### config.mk
export PLATFORM = sky130hd
export DESIGN_NAME = ls193_counter
export DESIGN_NICKNAME = d
export VERILOG_FILES = /design/src/rtl/ls193_counter.sv
export SDC_FILE = /design/constraint.sdc
export NUM_CORES = 1
export LEC_CHECK = 0
export ABC_AREA = 0
export BUFFER_PORTS_ARGS = -buffer_cell sky130_fd_sc_hd__buf_2
export CAP_MARGIN = 40
export CORE_AREA = 2 2 39 41
export DETAILED_ROUTE_END_ITERATION = 8
export DIE_AREA = 0 0 41 43
export SLEW_MARGIN = 20
export SYNTH_ARGS = -nofsm -noshare
export SYNTH_HDL_FRONTEND = slang
export SYNTH_SLANG_ARGS = --single-unit
### constraint.sdc
create_clock -name clk -period 1.6 [get_ports clk]
set_input_delay 0.32 -clock clk [delete_from_list [all_inputs] [get_ports clk]]
set_output_delay 0.32 -clock clk [all_outputs]
set_load 0.01 [all_outputs]
### src/rtl/ls193_counter.sv
// 74LS193 4-bit synchronous up/down counter with load, clear and carry/borrow outputs.
// Optional LS193_SYNC_INPUTS_EN adds two-flop synchronizers on up, dn, load_n and clr.
module ls193_counter #(
   parameter logic [3:0] INIT = 4'b0000
) (
   input  logic       clk,
   input  logic       reset,
   input  logic       up,
   input  logic       dn,
   input  logic       load_n,
   input  logic       clr,
   input  logic [3:0] d,
   output logic [3:0] q,
   output logic       co_n,
   output logic       bo_n
);

   logic up_i;
   logic dn_i;
   logic load_n_i;
   logic clr_i;

`ifdef LS193_SYNC_INPUTS_EN
   logic [1:0] up_s;
   logic [1:0] dn_s;
   logic [1:0] load_n_s;
   logic [1:0] clr_s;

   // Synchronizer idle levels match "no edge, no load, no clear".
   always_ff @(posedge clk) begin
      if (reset) begin
         up_s     <= 2'b11;
         dn_s     <= 2'b11;
         load_n_s <= 2'b11;
         clr_s    <= 2'b00;
      end else begin
         up_s     <= {up_s[0], up};
         dn_s     <= {dn_s[0], dn};
         load_n_s <= {load_n_s[0], load_n};
         clr_s    <= {clr_s[0], clr};
      end
   end

   assign up_i     = up_s[1];
   assign dn_i     = dn_s[1];
   assign load_n_i = load_n_s[1];
   assign clr_i    = clr_s[1];
`else
   assign up_i     = up;
   assign dn_i     = dn;
   assign load_n_i = load_n;
   assign clr_i    = clr;
`endif

   logic up_q;
   logic dn_q;
   logic up_rise;
   logic dn_rise;

   assign up_rise = up_i & ~up_q;
   assign dn_rise = dn_i & ~dn_q;

   // Edge history resets high so a line held high through reset never counts.
   always_ff @(posedge clk) begin
      if (reset) begin
         q    <= INIT;
         up_q <= 1'b1;
         dn_q <= 1'b1;
      end else begin
         up_q <= up_i;
         dn_q <= dn_i;
         if (clr_i)
            q <= 4'd0;
         else if (!load_n_i)
            q <= d;
         else if (up_rise && !dn_rise && dn_i)
            q <= q + 4'd1;
         else if (dn_rise && !up_rise && up_i)
            q <= q - 4'd1;
      end
   end

   assign co_n = ~((q == 4'd15) & ~up_i);
   assign bo_n = ~((q == 4'd0) & ~dn_i);

endmodule
After elaboration in Yosys (flattened, before gate mapping)
Index checks and enable logic that the tools add are counted.

Multiplexer cells: 3. Equal/unequal tests: 2. Bitwise operators: 10. Reductions and logical operators: 8. $add $sub $neg: 2.

Operator list (number): $mux 4 (3); $not 1->1 (6); $add 4x1->4 const B (1); $and 1x1->1 (4); $eq 4x4->1 const B (1); $logic_and 1x1->1 (4); $logic_not 4->1 (1); $sub 4x1->4 const B (1); $ne 3x1->1 const B (1); $logic_not 1->1 (2); $reduce_or 2->1 (1).

Flip-flop bits (word level): 6. Word-level logic and storage cells: 28. Input bits: 10. Output and inout bits: 6.

Logic depth before layout (Yosys ltp)
Word-level depth: 8. Gate-level depth with buffers: 7. Mapped depth without buffers: 7.

Worst setup path after synthesis
OpenSTA, ideal clock, no wires.

Path kind: register to register. Start: register up_q. End: register q[3]. Arrival time: 1562 ps. Cell stages (with the launch flop): 8. Path buffers: 0. Data required time: 1527 ps. Library setup time: 73 ps. Slack: -35 ps. Clock period less this slack: 1635 ps. Cell sequence: dfxtp_1 inv_1 nand4_1 ha_1 nand3_1 and3_1 or2_2 o211ai_2.

Word-level cells in the longest chain between the ends: 6. Elaborated cells on any way between the ends: 10. Classes of those cells: eq/ne (1); mux (2); bitwise (2); reduce/logical (5).

RTL lines: start: declaration (line 55) `logic up_q;`; start signal: assignment (line 70) `up_q <= up_i;`; $not 1->1 (*) (line 60) `assign up_rise = up_i & ~up_q;`; $and 1x1->1 (*) (line 60); $logic_not 1->1 or $logic_and 1x1->1 (tied branches) (line 78, 76); $logic_and 1x1->1, on equally long branches (line 78, 76); $logic_and 1x1->1 or $mux 4 (tied branches) (line 78, 76); $ne 3x1->1 (no source line) or $mux 4 (tied branches); end signal: assignment (line 77) `q <= q + 4'd1;`; end signal: assignment (line 79) `q <= q - 4'd1;`; end: declaration (line 13) `output logic [3:0] q,`.

Every way passes the cells marked *; elsewhere a longest branch is shown, timed or not. A chain may end at the register's enable or synchronous reset.

Final worst setup path
Start: register up_q. End: register q[2].

Same word-level chain as after synthesis.

==> results.yml <==
cts:
  tritoncts.num_buffers: 3
  clock_latency_ns: 0.25
  cts_buffer_depth: 2
  clkTransAtPathRegs_ns: 0.05
  cts_hold_buf: 0
  ctsRootBufferMaster: "sky130_fd_sc_hd__clkbuf_4"
  numClockSinks: 6
  tritoncts: "done"
  cts-htree-levels: 1
setup_path:
  crit_path_end_kind: "flop"
  startpoint: "up_q$_SDFF_PP1_"
  crit_path_max_fanout: 3
  setup.worst_path.end: "q[2]$_SDFFE_PP0P_"
  worstPathRequired_ns: 1.73
  setup.worst_path.start_class: "flop"
  worstSetupPathType: "reg2reg"
  worst-endpoint-arrival_ns: 1.77
  r2r_setup_slack_ns: -0.04
  r2r-end: "q[2]$_SDFFE_PP0P_"
  ff2ff_path_depth: 8
  regToRegStartpoint: "up_q$_SDFF_PP1_"
drt:
  detail_route.vias_per_cell: 5.18
  detailroute.via_count: 466
  drt-total-wl_mm: 1.16
  antenna_left: 0
  route.detailed.wl_per_inst_um: 12.9
  detailedRoute.firstPassIterationCount: 4
  drt_first_iter_violations: 21
  detail_route.drc_violations: 0
yosys:
  yosys_register_bits: 6
  number_of_enable_flip_flop_cells_after_synthesis: 0
  yosys.area.top_type_share_pct: 28.5
  postSynth.topFlopCell: "sky130_fd_sc_hd__dfxtp_1"
  synth_cells: 48
  async_reset_ff_share_pct: 0
  synth.largest_area_cell: "sky130_fd_sc_hd__dfxtp_1"
  synth_top_area_cells: "sky130_fd_sc_hd__dfxtp_1 (28%), sky130_fd_sc_hd__ha_1 (5.9%), sky130_fd_sc_hd__or2_1 (5.9%), sky130_fd_sc_hd__fa_1 (4.7%), sky130_fd_sc_hd__nand4_1 (4.5%)"
  mappedNetlistArea_um2: 422
  synthesis.area_per_instance_um2: 8.78
  synthesis.nets: 61
  ys_warn_count: 0
  yosysUniqueCellTypes: 28
  synth_sequential_area_ratio_pct: 28.5
worst_hold_path:
  hold_path_depth: 2
  hold_path_class: "in2reg"
  hold_start: "reset"
placement:
  place.detailed.hpwl_um: 821
  pre_cts_ws_ns: -0.110
  finalWeightedCongestion: 0.749
  port-buffer-count: 15
power_and_ir_drop:
  powerDensity_nw_per_um2: 669
  p_leak_nw: 0.283
  vdd.ir_drop.worst_mv: 0.321
sta:
  timing.final.max_slew_violations: 0
  fin_crit_ns: 1.64
  grt_setup_unrepaired: "yes"
  setup-tns-final_ns: -0.0569
  setup_ws_ns: -0.0354
  hold_violations: 0
  maxSlewHeadroom_pct: 81.2
  period_share_pct: 102
  clock.fmax_mhz: 611
  setup-violations-final: 2
  worst_clock_skew_ns: 0.00152
  slew_at_the_pin_with_the_worst_max_slew_slack_ns: 0.282
floorplanning:
  floorplan.initialDensity_pct: 30.5
  fp.dieW_um: 41
  total_core_area_um2: 1380
  std_cell_rows: 14
  fp.dieArea_um2: 1760
  io-pin-count: 16
  die_y_um: 43
global_routing:
  groute.usage.overall_pct: 15.3
  vias_in_the_first_global_route: 384
  grt_pass1_wl_mm: 1.70
  grt_overflow_total: 0
  grt_max_degree: 9
  antenna_violations_before_repair: 0
finish:
  areaGrowthSynthToFinish_pct: 53.4
  final_util_pct: 46.7
  antennaDiodeCount: 0
  fraction_of_final_layout_cells_with_drive_strength_greater_than_1_pct: 55.4
  design.final.nets: 89
job:
  cap_violations: 0
run_status:
  failed_checks: "negative setup slack"
  status: "finished, violations left"
==> registers in the layout, indices dropped and copies added, names as in the netlist <==
| name | flops |
|---|---|
| q | 4 |
| dn_q | 1 |
| up_q | 1 |
==> critical path, stage by stage (launching register included) <==
cell and delay, ns:
sky130_fd_sc_hd__dfxtp_2 0.32, sky130_fd_sc_hd__inv_2 0.05, sky130_fd_sc_hd__nand4_1 0.21, sky130_fd_sc_hd__ha_4 0.39, sky130_fd_sc_hd__buf_4 0.12, sky130_fd_sc_hd__xnor2_2 0.10
sky130_fd_sc_hd__nand4_1 0.11, sky130_fd_sc_hd__o211ai_1 0.13, sky130_fd_sc_hd__a21oi_1 0.10
==> power breakdown <==
group	total (W)	internal, W	switching, W
clock network	0.000150	0.0000855	0.0000646
logic	0.000117	0.0000649	0.0000518
registers	0.000166	0.000157	0.00000844
total	0.000433	0.000308	0.000125
==> layout make-up <==
class                      count  area, um2
sequential                     6        123
fill                         141        737
timing repair buffer          25        150
clock buffer                   3       22.5
tap                           16       20.0
multi-input combinational     38        324
inverter                       2       7.51
==> cell usage after synthesis, types with 2 or more instances <==
library cell               number
sky130_fd_sc_hd__inv_1          2
sky130_fd_sc_hd__nor2_1         2
sky130_fd_sc_hd__nand3_1        2
sky130_fd_sc_hd__or2_1          4
sky130_fd_sc_hd__ha_1           2
sky130_fd_sc_hd__nand4_1        3
sky130_fd_sc_hd__xnor2_1        2
sky130_fd_sc_hd__nor4_1         2
sky130_fd_sc_hd__a211oi_1       2
sky130_fd_sc_hd__nand2_1        2
sky130_fd_sc_hd__a21oi_1        3
sky130_fd_sc_hd__dfxtp_1        6
==> what timing repair did <==
action                                  4_1_cts  5_1_grt
endpoints found under the setup margin        1        2
gates resized for setup                       4        3
pin swaps                                     5        8
setup buffers                                 2        1
==> worst min path at each step <==
stage / endpoint / slack [ns]
floorplan: dn_q$_SDFF_PP1_ / 0.42
global placement: dn_q$_SDFF_PP1_ / 0.52
detailed placement: up_q$_SDFF_PP1_ / 0.52
CTS: up_q$_SDFF_PP1_ / 0.26
global route: up_q$_SDFF_PP1_ / 0.27
finish: up_q$_SDFF_PP1_ / 0.26
==> cell usage in the layout, fill, tap and decap left out, drive strengths merged, types with 2 or more instances in the layout <==
master / instances
inv: 2
a211oi: 2
nand3: 2
o211ai: 2
nand2: 2
nor4: 2
or2: 5
nand4: 3
a21oi: 3
xnor2: 2
clkbuf: 3
dfxtp: 6
nor2: 2
and3: 2
buf: 25
ha: 2
==> metal layers <==
metal  global-route usage [%]  vias to the layer above  part of all wire, %
met5                        0                        -                    0
met4                     12.0                        0                  3.7
met3                     4.71                        5                  5.3
met2                     20.0                       15                   46
met1                     19.7                      219                   45
li1                         -                      227                    -
==> cells by family (layout without fill, tap and decap cells) <==
family | after synthesis | count (layout) | share of synthesized area, %
and+or+nand+nor | 21 | 21 | 30.3
AOI/OAI and AO/OA | 10 | 10 | 16.3
DFF | 6 | 6 | 28.5
buffers and inverters | 4 | 30 | 5.64
adders and majority gates | 3 | 3 | 10.7
xor gates and xnor gates | 3 | 3 | 6.23
muxes | 1 | 1 | 2.37
==> through the flow <==
step,area (um2),hold WS [ns],power (W),std cells
after floorplan,430,0.417,0.000223,48
after global placement,562,0.516,0.000261,84
after detailed placement,562,0.522,0.000263,84
after CTS,622,0.264,0.000422,89
after global routing,647,0.274,0.000451,90
final,647,0.262,0.000433,90
(Power assumes the default switching activity.)
